`config.mk`:
```
export PLATFORM = sky130hd
export DESIGN_NAME = cwt_scale_sched
export DESIGN_NICKNAME = d
export VERILOG_FILES = /design/src/rtl/cwt_scale_sched.sv
export SDC_FILE = /design/constraint.sdc
export NUM_CORES = 1
export LEC_CHECK = 0
export CAP_MARGIN = 0
export CORE_ASPECT_RATIO = 1.4
export CORE_UTILIZATION = 51
export DETAILED_ROUTE_END_ITERATION = 7
export GPL_TIMING_DRIVEN = 0
export PLACE_DENSITY_LB_ADDON = 0.12
export SYNTH_ARGS = -nofsm -noshare
export SYNTH_HDL_FRONTEND = slang
export SYNTH_SLANG_ARGS = --single-unit
```
`constraint.sdc`:
```
create_clock -name clk -period 2.5 [get_ports clk]
set_clock_uncertainty 0.2 [all_clocks]
set_input_delay 0.375 -clock clk [delete_from_list [all_inputs] [get_ports clk]]
set_output_delay 0.375 -clock clk [all_outputs]
set_load 0.005 [all_outputs]
```
`src/rtl/cwt_scale_sched.sv`:
```
// Per-frame CWT scale scheduler: walks scales 0..J1-1, streams N spectrum/wavelet reads per scale, then waits for the IFFT result.
// Reads are issued 1 cycle ahead of mult_valid_o; a scale starts only when the IFFT is idle and the result store is free.
module cwt_scale_sched #(
  parameter int N       = 1024,
  parameter int J1      = 64,
  parameter int TIMEOUT = 4096
) (
  input  logic                             clk,
  input  logic                             rstn,
  input  logic                             frame_start_i,
  input  logic                             abort_i,
  input  logic                             ifft_idle_i,
  input  logic                             store_busy_i,
  input  logic                             ifft_done_i,
  output logic                             spec_rd_en_o,
  output logic [$clog2(N)-1:0]             spec_addr_o,
  output logic [$clog2(N)+$clog2(J1)-1:0]  wav_addr_o,
  output logic                             mult_valid_o,
  output logic                             mult_last_o,
  output logic [$clog2(J1)-1:0]            scale_o,
  output logic                             busy_o,
  output logic                             frame_done_o,
  output logic [1:0]                       err_o
);

  localparam int KW = $clog2(N);
  localparam int JW = $clog2(J1);
  localparam int TW = $clog2(TIMEOUT + 1);

  typedef enum logic [2:0] {
    S_IDLE,
    S_WAIT_IFFT,
    S_STREAM,
    S_WAIT_DONE,
    S_NEXT,
    S_DONE
  } state_t;

  state_t          state_q, state_d;
  logic [JW-1:0]   j_q, j_d;
  logic [KW-1:0]   k_q, k_d;
  logic [TW-1:0]   tcnt_q, tcnt_d;
  logic [1:0]      err_d;
  logic            k_last;

  assign k_last      = (k_q == KW'(N - 1));
  assign spec_addr_o = k_q;
  assign wav_addr_o  = {j_q, k_q};
  assign scale_o     = j_q;

  always_ff @(posedge clk or negedge rstn) begin
    if (!rstn) begin
      state_q <= S_IDLE;
      j_q     <= '0;
      k_q     <= '0;
      tcnt_q  <= '0;
      err_o   <= '0;
    end else begin
      state_q <= state_d;
      j_q     <= j_d;
      k_q     <= k_d;
      tcnt_q  <= tcnt_d;
      err_o   <= err_d;
    end
  end

  always_comb begin
    state_d      = state_q;
    j_d          = j_q;
    k_d          = k_q;
    tcnt_d       = tcnt_q;
    err_d        = err_o;
    busy_o       = (state_q != S_IDLE);
    spec_rd_en_o = 1'b0;
    frame_done_o = 1'b0;

    case (state_q)
      S_IDLE: begin
        if (frame_start_i) begin
          err_d   = '0;
          j_d     = '0;
          state_d = S_WAIT_IFFT;
        end
      end
      S_WAIT_IFFT: begin
        if (ifft_idle_i && !store_busy_i) begin
          k_d     = '0;
          state_d = S_STREAM;
        end
      end
      S_STREAM: begin
        spec_rd_en_o = 1'b1;
        k_d          = k_q + 1'b1;
        if (k_last) begin
          tcnt_d  = '0;
          state_d = S_WAIT_DONE;
        end
      end
      S_WAIT_DONE: begin
        tcnt_d = tcnt_q + 1'b1;
        // A done arriving on the final allowed cycle still counts as on time.
        if (ifft_done_i) begin
          state_d = S_NEXT;
        end else if (tcnt_q == TW'(TIMEOUT - 1)) begin
          err_d[0] = 1'b1;
          state_d  = S_IDLE;
        end
      end
      S_NEXT: begin
        if (j_q == JW'(J1 - 1)) begin
          state_d = S_DONE;
        end else begin
          j_d     = j_q + 1'b1;
          state_d = S_WAIT_IFFT;
        end
      end
      S_DONE: begin
        frame_done_o = 1'b1;
        j_d          = '0;
        state_d      = S_IDLE;
      end
      default: state_d = S_IDLE;
    endcase

    if (frame_start_i && (state_q != S_IDLE)) begin
      err_d[1] = 1'b1;
    end

    // Abort overrides everything; in IDLE it only suppresses a simultaneous start.
    if (abort_i) begin
      state_d = S_IDLE;
      err_d   = err_o;
      tcnt_d  = tcnt_q;
      j_d     = (state_q == S_IDLE) ? j_q : '0;
      k_d     = (state_q == S_IDLE) ? k_q : '0;
    end
  end

  always_ff @(posedge clk or negedge rstn) begin
    if (!rstn) begin
      mult_valid_o <= 1'b0;
      mult_last_o  <= 1'b0;
    end else if (abort_i) begin
      mult_valid_o <= 1'b0;
      mult_last_o  <= 1'b0;
    end else begin
      mult_valid_o <= spec_rd_en_o;
      mult_last_o  <= spec_rd_en_o && k_last;
    end
  end

endmodule

```
==> impl_results.md, run 1 <==
- # rows: 27
- CTS tree: yes
- Syn Area/Cell: 8.96 sq um
- Share of layout cells above drive strength 1: 13.9%
- First-pass GRT wire length: 7.65 mm
- Crit path max-delay family: buffers and inverters
- Total Power: 1.46 mW
- Fin. max-slew vios: 0
- Gpl congestion: 0.817
- Core Box Area: 3950 sq um
- Setup crit start kind: register
- Final hold violations: 36
- Register bit count reported by yosys: 36
- CTS buffer count: 5
- Crit-path cells: clkbuf_4 > inv_1 > nor3_1 > clkdlybuf4s50_1
- Fill cell count: 322
- Critical Path AT: 1870 ps
- CTS max path bufs: 2
- Top cells by area, synth: dfrtp_1 43%, buf_4 5.7%, nand3_1 4.3%, nand2_1 3.9%, nor3_1 3.3%
- Post-synthesis cell area: 2110 sq um
- Via count: 1931
- Ant. Diodes: 0
- # setup viols final: 0
- CP Class: reg -> out
- I/O pin cnt: 46
- CP peak stage delay: 550 ps
- Slew headroom: 38.1%
- Tcrit/Tclk final: 97.9%
- Top-area cell type share of the netlist area: 42.8%
- WP buf/inv: 3
- Routed Antenna Nets: 0
- Drt drc: 0
- Asr flop ratio synth: 100%
- Nets: 297
- Outcome: complete, but fails checks
- Initial antenna violation count: 0
- Initial core utilization: 53.3%
- Worst VDD drop: 0.000514 V
- Worst-margin pin slew: 919 ps
- Required time of the critical path: 1920 ps
- Area occupied by multi-input gates: 1010 sq um
- Top-count cell post-synth: dfrtp_1
- Syn_nets: 245
- Hold WS: -38.5 ps
- Register area share after synthesis: 42.8%
- Max Freq: 409 MHz
- Reg clk slew, reported paths: 80 ps
- Cells after DPL: 323
- HP Class: in -> async
- Cell Pwr Density: 536 nW/um^2
- Cells after synthesis: 235
- Register Area: 901 sq um
- Post-CTS Hold Buffers: 0
- H-tree depth reported by CTS: 2
- Clock latency at the later pin of the worst-skew pair: 290 ps
- Biggest area consumer among synthesized cells: dfrtp_1
- DIE AREA: 4390 sq um
- DRT Pass-1 Iters: 4
- Die Span Y: 78.0 um
- Number of global-route vias before repair: 1697
- LEAKAGE: 1.18 nW
- Port bufs: 45
- Dominant synthesized flop cell: dfrtp_1
- Post-synth EDFFs: 0
- RSZ-0062 raised after global routing: no
- Post-DR vias/cell: 5.83
- Max Cap Viol: 0
- Failing checks: hold timing
- Largest net degree at the start of global routing: 37
- Post-synth cell types: 45
- Minimum clock period: 2450 ps
- Initial drt markers: 75
- Non-Filler Instances: 331
- Post-synth top cells: 36 x dfrtp_1, 22 x nand2_1, 18 x nand3_1
- Routed wire length: 4.53 mm
- Ys Warns: 0
- CTS root buffer: clkbuf_8
- CP max stage cell: clkdlybuf4s50_1
- Area Overhead vs Synth: 29.6%
- GR Util All Layers: 22.1%
- DPL Wire Length: 3.23 mm
- Grt ovf: 0
- CP endpoint kind: output port
- WL/cell: 13.7 um
- Clock Sinks: 36
- Worst-path fanout max: 10
- Die width: 56.3 um
- R2r startpoint: state_q[1]
- CP Launch Point: state_q[0]
[cells in the final DEF (no fill, tap or decap), types with 2 or more instances in the layout]
master and count:
clkbuf_8 5, xor2_1 3, ha_1 3, or3_1 5
a21oi_1 12, inv_1 8, nand2_1 22, nor2b_1 3
nor3_1 13, nand3b_1 2, nor3b_1 3, o21ai_0 10
clkbuf_4 2, buf_6 2, o31ai_1 2, or2_2 3
nor2_1 17, a22o_1 3, buf_4 16, dfrtp_1 36
nand4_1 5, or4_1 2, buf_2 2, clkdlybuf4s50_1 44
xnor2_1 6, clkbuf_1 3, nor4_1 7, a31oi_1 4
nand3_1 18, o211ai_1 3, nand2b_1 2
[logic make-up (layout without fill, tap and decap cells)]
group	after synthesis	count (layout)	synth area share, %
muxes	2	2	1.01
adders and majority gates	3	3	1.78
buffers and inverters	33	86	9.57
and+or+nand+nor	109	109	28.0
AOI/OAI and AO/OA	43	43	13.1
DFF	36	36	42.8
xor gates and xnor gates	9	9	3.74
[area by class of cell]
class                      instances  share of cell area [%]
multi-input combinational        166                    37.0
buffer                            25                    6.56
sequential                        36                    33.0
inverter                           8                    1.10
clock buffer                       5                    2.52
tap                               43                    1.97
timing repair buffer              45                    16.3
clock inverter                     3                    1.56
[per-stage QoR]
stage	setup slack (ps)	TNS, ps	util, %	instance area (sq um)
finish	52.6	0	69.0	2730
global placement	-249	-2930	66.0	2610
global route	20.0	0	69.0	2730
CTS	34.0	0	68.8	2720
detailed placement	-260	-3040	65.9	2610
floorplan	371	0	-	2110
[final timing paths]
kind | cells after the start | end | slack, ps
worst max-delay path | 4 | frame_done_o | 50
worst min-delay path | 1 | scale_o[2] | -40
worst max register to register | 5 | spec_addr_o[8] | 300
worst min register to register | 2 | err_o[0] | 340
max in group asynchronous | 1 | tcnt_q[2] | 1620
min in group clk | 2 | err_o[0] | 340
[flip-flops by register name (all words and copies together), names as in the netlist]
name	count
state_q	3
mult_valid_o	1
mult_last_o	1
scale_o	6
tcnt_q	13
spec_addr_o	10
err_o	2
[routing by layer]
metal	global-route usage, %	vias up	wire (um)
met5	0	-	0
met4	9.27	0	67
met3	3.46	6	177
met2	39.6	57	2400
met1	25.8	932	1890
li1	-	936	-
[power breakdown]
part           internal, mW  leakage, nW  switching (mW)  total (mW)
Clock                 0.295       0.0541           0.220       0.515
Sequential            0.616        0.496          0.0435       0.660
Combinational         0.142        0.632           0.145       0.287
Total                  1.05         1.18           0.408        1.46
[what timing repair did]
action                                  4_1_cts  5_1_grt
gates cloned                                  0        0
gates resized for setup                       1        6
pin swaps                                     0        1
endpoints found under the setup margin        1       12
setup buffers                                 0        0
Power figures use the tool's default switching activity.
==> run 2, diff against run 1 <==
- clock period: 2.5 -> 2.6 ns (I/O delays scaled with it)
==> run 2 against run 1 <==
The flow still finishes with violations (hold timing); critical path depth rose by 3; setup slack improved by 62 ps; hold slack improved by 14 ps.
==> impl_results.md, run 2 (synthesis results as in run 1) <==
- Met2 WL: 2.36 mm (-1.4%)
- Most common cell after layout, fill and taps aside: clkdlybuf4s50_1
- I/O pin cnt: 46 (unchanged)
- DIE AREA: 4390 sq um (unchanged)
- Outcome: complete, but fails checks
- Share of layout cells above drive strength 1: 13.2% (-0.69 points)
- CP Class: in -> reg
- Drt drc: 0 (unchanged)
- Setup slack at placement: -175 ps (+85.0 ps)
- Ant. Diodes: 0 (unchanged)
- Minimum clock period: 2490 ps
- Slew headroom: 37.3% (-0.80 points)
- GR Util All Layers: 22.1% (unchanged)
- Cell Pwr Density: 515 nW/um^2 (-3.8%)
- Grt ovf: 0 (unchanged)
- CTS buffer count: 5 (unchanged)
- Initial antenna violation count: 0 (unchanged)
- Port bufs: 45 (unchanged)
- Initial drt markers: 82 (+9.3%)
- WL/cell: 13.6 um (-0.38%)
- Nets: 297 (unchanged)
- LEAKAGE: 1.18 nW (-0.35%)
- Gpl congestion: 0.817 (unchanged)
- Final hold violations: 36 (unchanged)
- RSZ-0062 raised after global routing: no
- Tcrit/Tclk final: 95.6%
- Fin. max-slew vios: 0 (unchanged)
- Clock Sinks: 36 (unchanged)
- Reg clk slew, reported paths: 80 ps (about the same)
- Clock latency at the later pin of the worst-skew pair: 290 ps (about the same)
- RR Endpoint: tcnt_q[0]
- Setup crit start kind: input port
- Routed wire length: 4.52 mm (-0.38%)
- Failing checks: hold timing
- Initial core utilization: 53.3% (unchanged)
- # rows: 27 (unchanged)
- Die width: 56.3 um (unchanged)
- Sum Neg Setup Slack: 0 ps (unchanged)
- Resized Gates After CTS: 1 (unchanged)
- Via count: 1899 (-1.7%)
- DPL Wire Length: 3.23 mm (unchanged)
- Area Overhead vs Synth: 29.2%
- H-tree depth reported by CTS: 2 (unchanged)
- Worst-margin pin slew: 931 ps (+11.8 ps)
- # Post-CTS Setup Buffers: 0 (unchanged)
- CP endpoint kind: register
- CP peak stage delay: 530 ps (-20 ps)
- CTS root buffer: clkbuf_8
- Post-DR vias/cell: 5.74 (-1.7%)
- Most frequent cells in the layout: 44 x clkdlybuf4s50_1, 36 x dfrtp_1, 22 x nand2_1
- M1 WL: 1.96 mm (+3.5%)
- R2R depth: 6 (+1)
- Post-CTS Hold Buffers: 0 (unchanged)
- Max reg flops: 13 (unchanged)
- Uppermost layer routed: met4
- R2R setup slack: 310 ps (about the same)
- DRT Pass-1 Iters: 4 (unchanged)
- Largest Register: tcnt_q
- R2r startpoint: state_q[2]
- Worst-path fanout max: 10 (unchanged)
- HP Class: in -> async
- # setup viols final: 0 (unchanged)
- Die Span Y: 78.0 um (unchanged)
- Hold WS: -24.4 ps (+14.1 ps)
- Required time of the critical path: 2580 ps (+660 ps)
- Core Box Area: 3950 sq um (unchanged)
- Routed Antenna Nets: 0 (unchanged)
- First-pass GRT wire length: 7.65 mm (unchanged)
- CTS max path bufs: 2 (unchanged)
- Number of global-route vias before repair: 1697 (unchanged)
- Critical Path AT: 2460 ps (+590 ps)
- Max Freq: 402 MHz
- CP max stage cell: or4b_4
- CTS tree: yes
- Routed wl met3: 122 um (-31%)
- Final worst slack: 115 ps (+62.4 ps)
- Max Cap Viol: 0 (unchanged)
- Largest net degree at the start of global routing: 37 (unchanged)
- Crit-path cells: clkdlybuf4s50_1 > clkbuf_1 > or4b_4 > buf_6 > nor4_4 > nor2_1 > mux2_2
- Worst VDD drop: 0.000499 V (-3.0%)
## run 2: layout make-up
cell class                 count  area, sq um
inverter                       8         30.0
tap                           43         53.8
fill                         323         1230
clock buffer                   5         68.8
clock inverter                 3         42.5
multi-input combinational    166         1000
buffer                        25          175
timing repair buffer          45          445
sequential                    36          901
## run 2: through the flow
| step | hold WS (ps) | util, % | power, mW | instances | cell area, sq um |
|---|---|---|---|---|---|
| finish | -24.4 | 68.8 | 1.40 | 331 | 2720 |
| global route | 68.5 | 68.8 | 1.46 | 331 | 2720 |
| CTS | 21.7 | 68.8 | 1.41 | 331 | 2720 |
| detailed placement | 323 | 65.9 | 0.913 | 323 | 2610 |
| global placement | 317 | 66.0 | 0.908 | 323 | 2610 |
| floorplan | -106 | - | 0.793 | 235 | 2110 |
## run 2: power by group
group / leakage [nW] / internal [mW] / switching [mW]
combinational: 0.628 / 0.132 / 0.138
sequential: 0.496 / 0.592 / 0.0414
clock: 0.0541 / 0.284 / 0.213
total: 1.18 / 1.01 / 0.392
## run 2: how the worst max path moves through the flow
stage / start / end / slack, ps / cells after the start
2_1_floorplan: abort_i / tcnt_q[0] / 460 / 6
3_3_place_gp: abort_i / tcnt_q[0] / -160 / 7
3_5_place_dp: abort_i / tcnt_q[0] / -180 / 7
4_1_cts: abort_i / tcnt_q[0] / 120 / 7
5_1_grt: abort_i / tcnt_q[0] / 20 / 7
6_report: abort_i / tcnt_q[0] / 110 / 7
## run 2: worst max-delay path: cells and delay by family
kind | cells | cell delay (ps)
buf+inv | 3 | 830
mux | 1 | 270
simple gates | 3 | 970
## run 2: layer usage
metal,GRT usage [%],vias up
met1,25.8,918
met3,3.46,7
met5,0,-
met4,9.27,0
li1,-,939
met2,39.6,35
==> run 3, diff against run 2 <==
- CORE_MARGIN: not set -> 4
==> run 3 against run 2 <==
The flow still finishes with violations (hold timing); clock-buffer cell count unchanged; largest cell class unchanged; die area is 19% higher; sequential share of layout area grew 0.31 points; power fell by 7.1%; cell count unchanged; clock power down 20%; critical endpoint is now frame_done_o; global-route usage shrank 3.3 points; first-iteration DRC count shrank 9.8%; hold slack improved by 7.0 ps.
==> impl_results.md, run 3 (synthesis results as in run 1) <==
- Outcome: complete, but fails checks
- Failing checks: hold timing
- CP Class: reg -> out
- # Post-CTS Setup Buffers: 0 (unchanged)
- Cell Pwr Density: 483 nW/um^2 (-6.2%)
- CP Launch Point: state_q[0]
- RR Endpoint: tcnt_q[0]
- Clock Sinks: 36 (unchanged)
- Port bufs: 45 (unchanged)
- Tcrit/Tclk final: 97.6% (+2.0 points)
- Initial antenna violation count: 0 (unchanged)
- Initial core utilization: 53.3% (unchanged)
- Final hold violations: 36 (unchanged)
- Worst-margin pin slew: 960 ps (+28.4 ps)
- Hold WS: -17.4 ps (+6.98 ps)
- Grt ovf: 0 (unchanged)
- Max Freq: 394 MHz (-2.1%)
- Routed wire length: 4.61 mm (+2.1%)
- R2R setup slack: 320 ps (about the same)
- CTS max path bufs: 2 (unchanged)
- Number of global-route vias before repair: 1899 (+12%)
- Largest net degree at the start of global routing: 37 (unchanged)
- Reg clk slew, reported paths: 70 ps (about the same)
- Max Cap Viol: 0 (unchanged)
- GR Util All Layers: 18.8% (-3.3 points)
- Minimum clock period: 2540 ps (+52.1 ps)
- Core Box Area: 3950 sq um (unchanged)
- # rows: 27 (unchanged)
- LEAKAGE: 1.18 nW (-0.22%)
- CTS root buffer: clkbuf_8
- CP endpoint kind: output port
- Gpl congestion: 0.887 (+8.6%)
- Clock latency at the later pin of the worst-skew pair: 290 ps (about the same)
- Required time of the critical path: 2010 ps (-570 ps)
- Most common cell after layout, fill and taps aside: clkdlybuf4s50_1
- Worst VDD drop: 0.000431 V (-14%)
- Design area: 2700 sq um (-0.92%)
- HP Class: in -> async
- DPL Wire Length: 3.38 mm (+4.5%)
- First-pass GRT wire length: 8.20 mm (+7.2%)
- Area Overhead vs Synth: 28.0%
- Fin. max-slew vios: 0 (unchanged)
- Drt drc: 0 (unchanged)
- Nets: 297 (unchanged)
- CTS buffer count: 5 (unchanged)
- CTS tree: yes
- Setup crit start kind: register
- Most frequent cells in the layout: 44 x clkdlybuf4s50_1, 36 x dfrtp_1, 22 x nand2_1
- Post-DR vias/cell: 5.76 (+0.47%)
- Ant. Diodes: 0 (unchanged)
- Fill cell count: 334 (+3.4%)
- Critical Path AT: 1950 ps (-510 ps)
- Largest Register: tcnt_q
- Max reg flops: 13 (unchanged)
- R2r startpoint: state_q[2]
- Utilization after layout: 68.2% (-0.63 points)
- WL/cell: 13.9 um (+2.1%)
- Via count: 1908 (+0.47%)
- Worst-path fanout max: 10 (unchanged)
- DRT Pass-1 Iters: 4 (unchanged)
- RSZ-0062 raised after global routing: no
- Slew headroom: 35.4% (-1.9 points)
- Share of layout cells above drive strength 1: 13.5% (+0.35 points)
- Die Span Y: 84.0 um (+7.7%)
- I/O pin cnt: 46 (unchanged)
- H-tree depth reported by CTS: 2 (unchanged)
- # setup viols final: 0 (unchanged)
- DIE AREA: 5240 sq um (+19%)
- Routed Antenna Nets: 0 (unchanged)
- Die width: 62.3 um (+11%)
- Initial drt markers: 74 (-9.8%)
- Sum Neg Setup Slack: 0 ps (unchanged)
- R2R depth: 6 (unchanged)
- Cell Area, Placed: 2610 sq um (unchanged)
==> run 3: cell count changes in the layout (fill, tap and decap cells not counted), sizes merged <==
cell / delta
clkinv: +2
buf: +1
bufinv: -1
clkbuf: -1
clkinvlp: -1
==> run 3: final cells by class <==
type	count	area, sq um	area share [%]
Inverter	8	30.0	1.11
Sequential cell	36	901	33.4
Multi-Input combinational cell	166	1000	37.2
Clock buffer	5	68.8	2.55
Clock inverter	3	18.8	0.696
Timing Repair Buffer	45	445	16.5
Tap cell	43	53.8	2.00
Buffer	25	174	6.45
==> run 3: metrics by stage <==
step           worst slack, ps  power [mW]  instances
2_1_floorplan              463       0.793        235
3_3_place_gp              -170       0.909        323
3_5_place_dp              -191       0.914        323
4_1_cts                    105        1.32        331
5_1_grt                   18.6        1.37        331
6_report                  62.8        1.30        331
==> run 3: where the power goes <==
part | switching (mW) | internal [mW]
registers | 0.0410 | 0.592
clock network | 0.213 | 0.187
logic | 0.136 | 0.133
==> run 3: timing repair <==
action                                  in CTS  in global routing
endpoints found under the setup margin       1                  9
hold buffers                                 0                  0
resized for setup                            1                  2
==> run 3: how the worst max path moves through the flow <==
stage | endpoint | slack [ps] | depth (start not counted)
CTS | frame_done_o | 100 | 4
floorplan | tcnt_q[0] | 460 | 6
detailed placement | tcnt_q[0] | -190 | 7
global placement | tcnt_q[0] | -170 | 7
finish | frame_done_o | 60 | 4
global route | busy_o | 20 | 4
==> run 3: critical path, stage by stage, from the launching register on <==
cell and delay (ps):
dfrtp_1 480, clkbuf_2 250, inv_1 120, nor3_1 250, clkdlybuf4s50_1 550
==> run 3: per-layer routing <==
metal / global-route usage (%) / share of wire, % / wire [um]
met1: 21.5 / 41 / 1880
met2: 32.9 / 53 / 2440
met3: 3.37 / 3.9 / 179
met4: 9.07 / 2.4 / 113
met5: 0 / 0 / 0
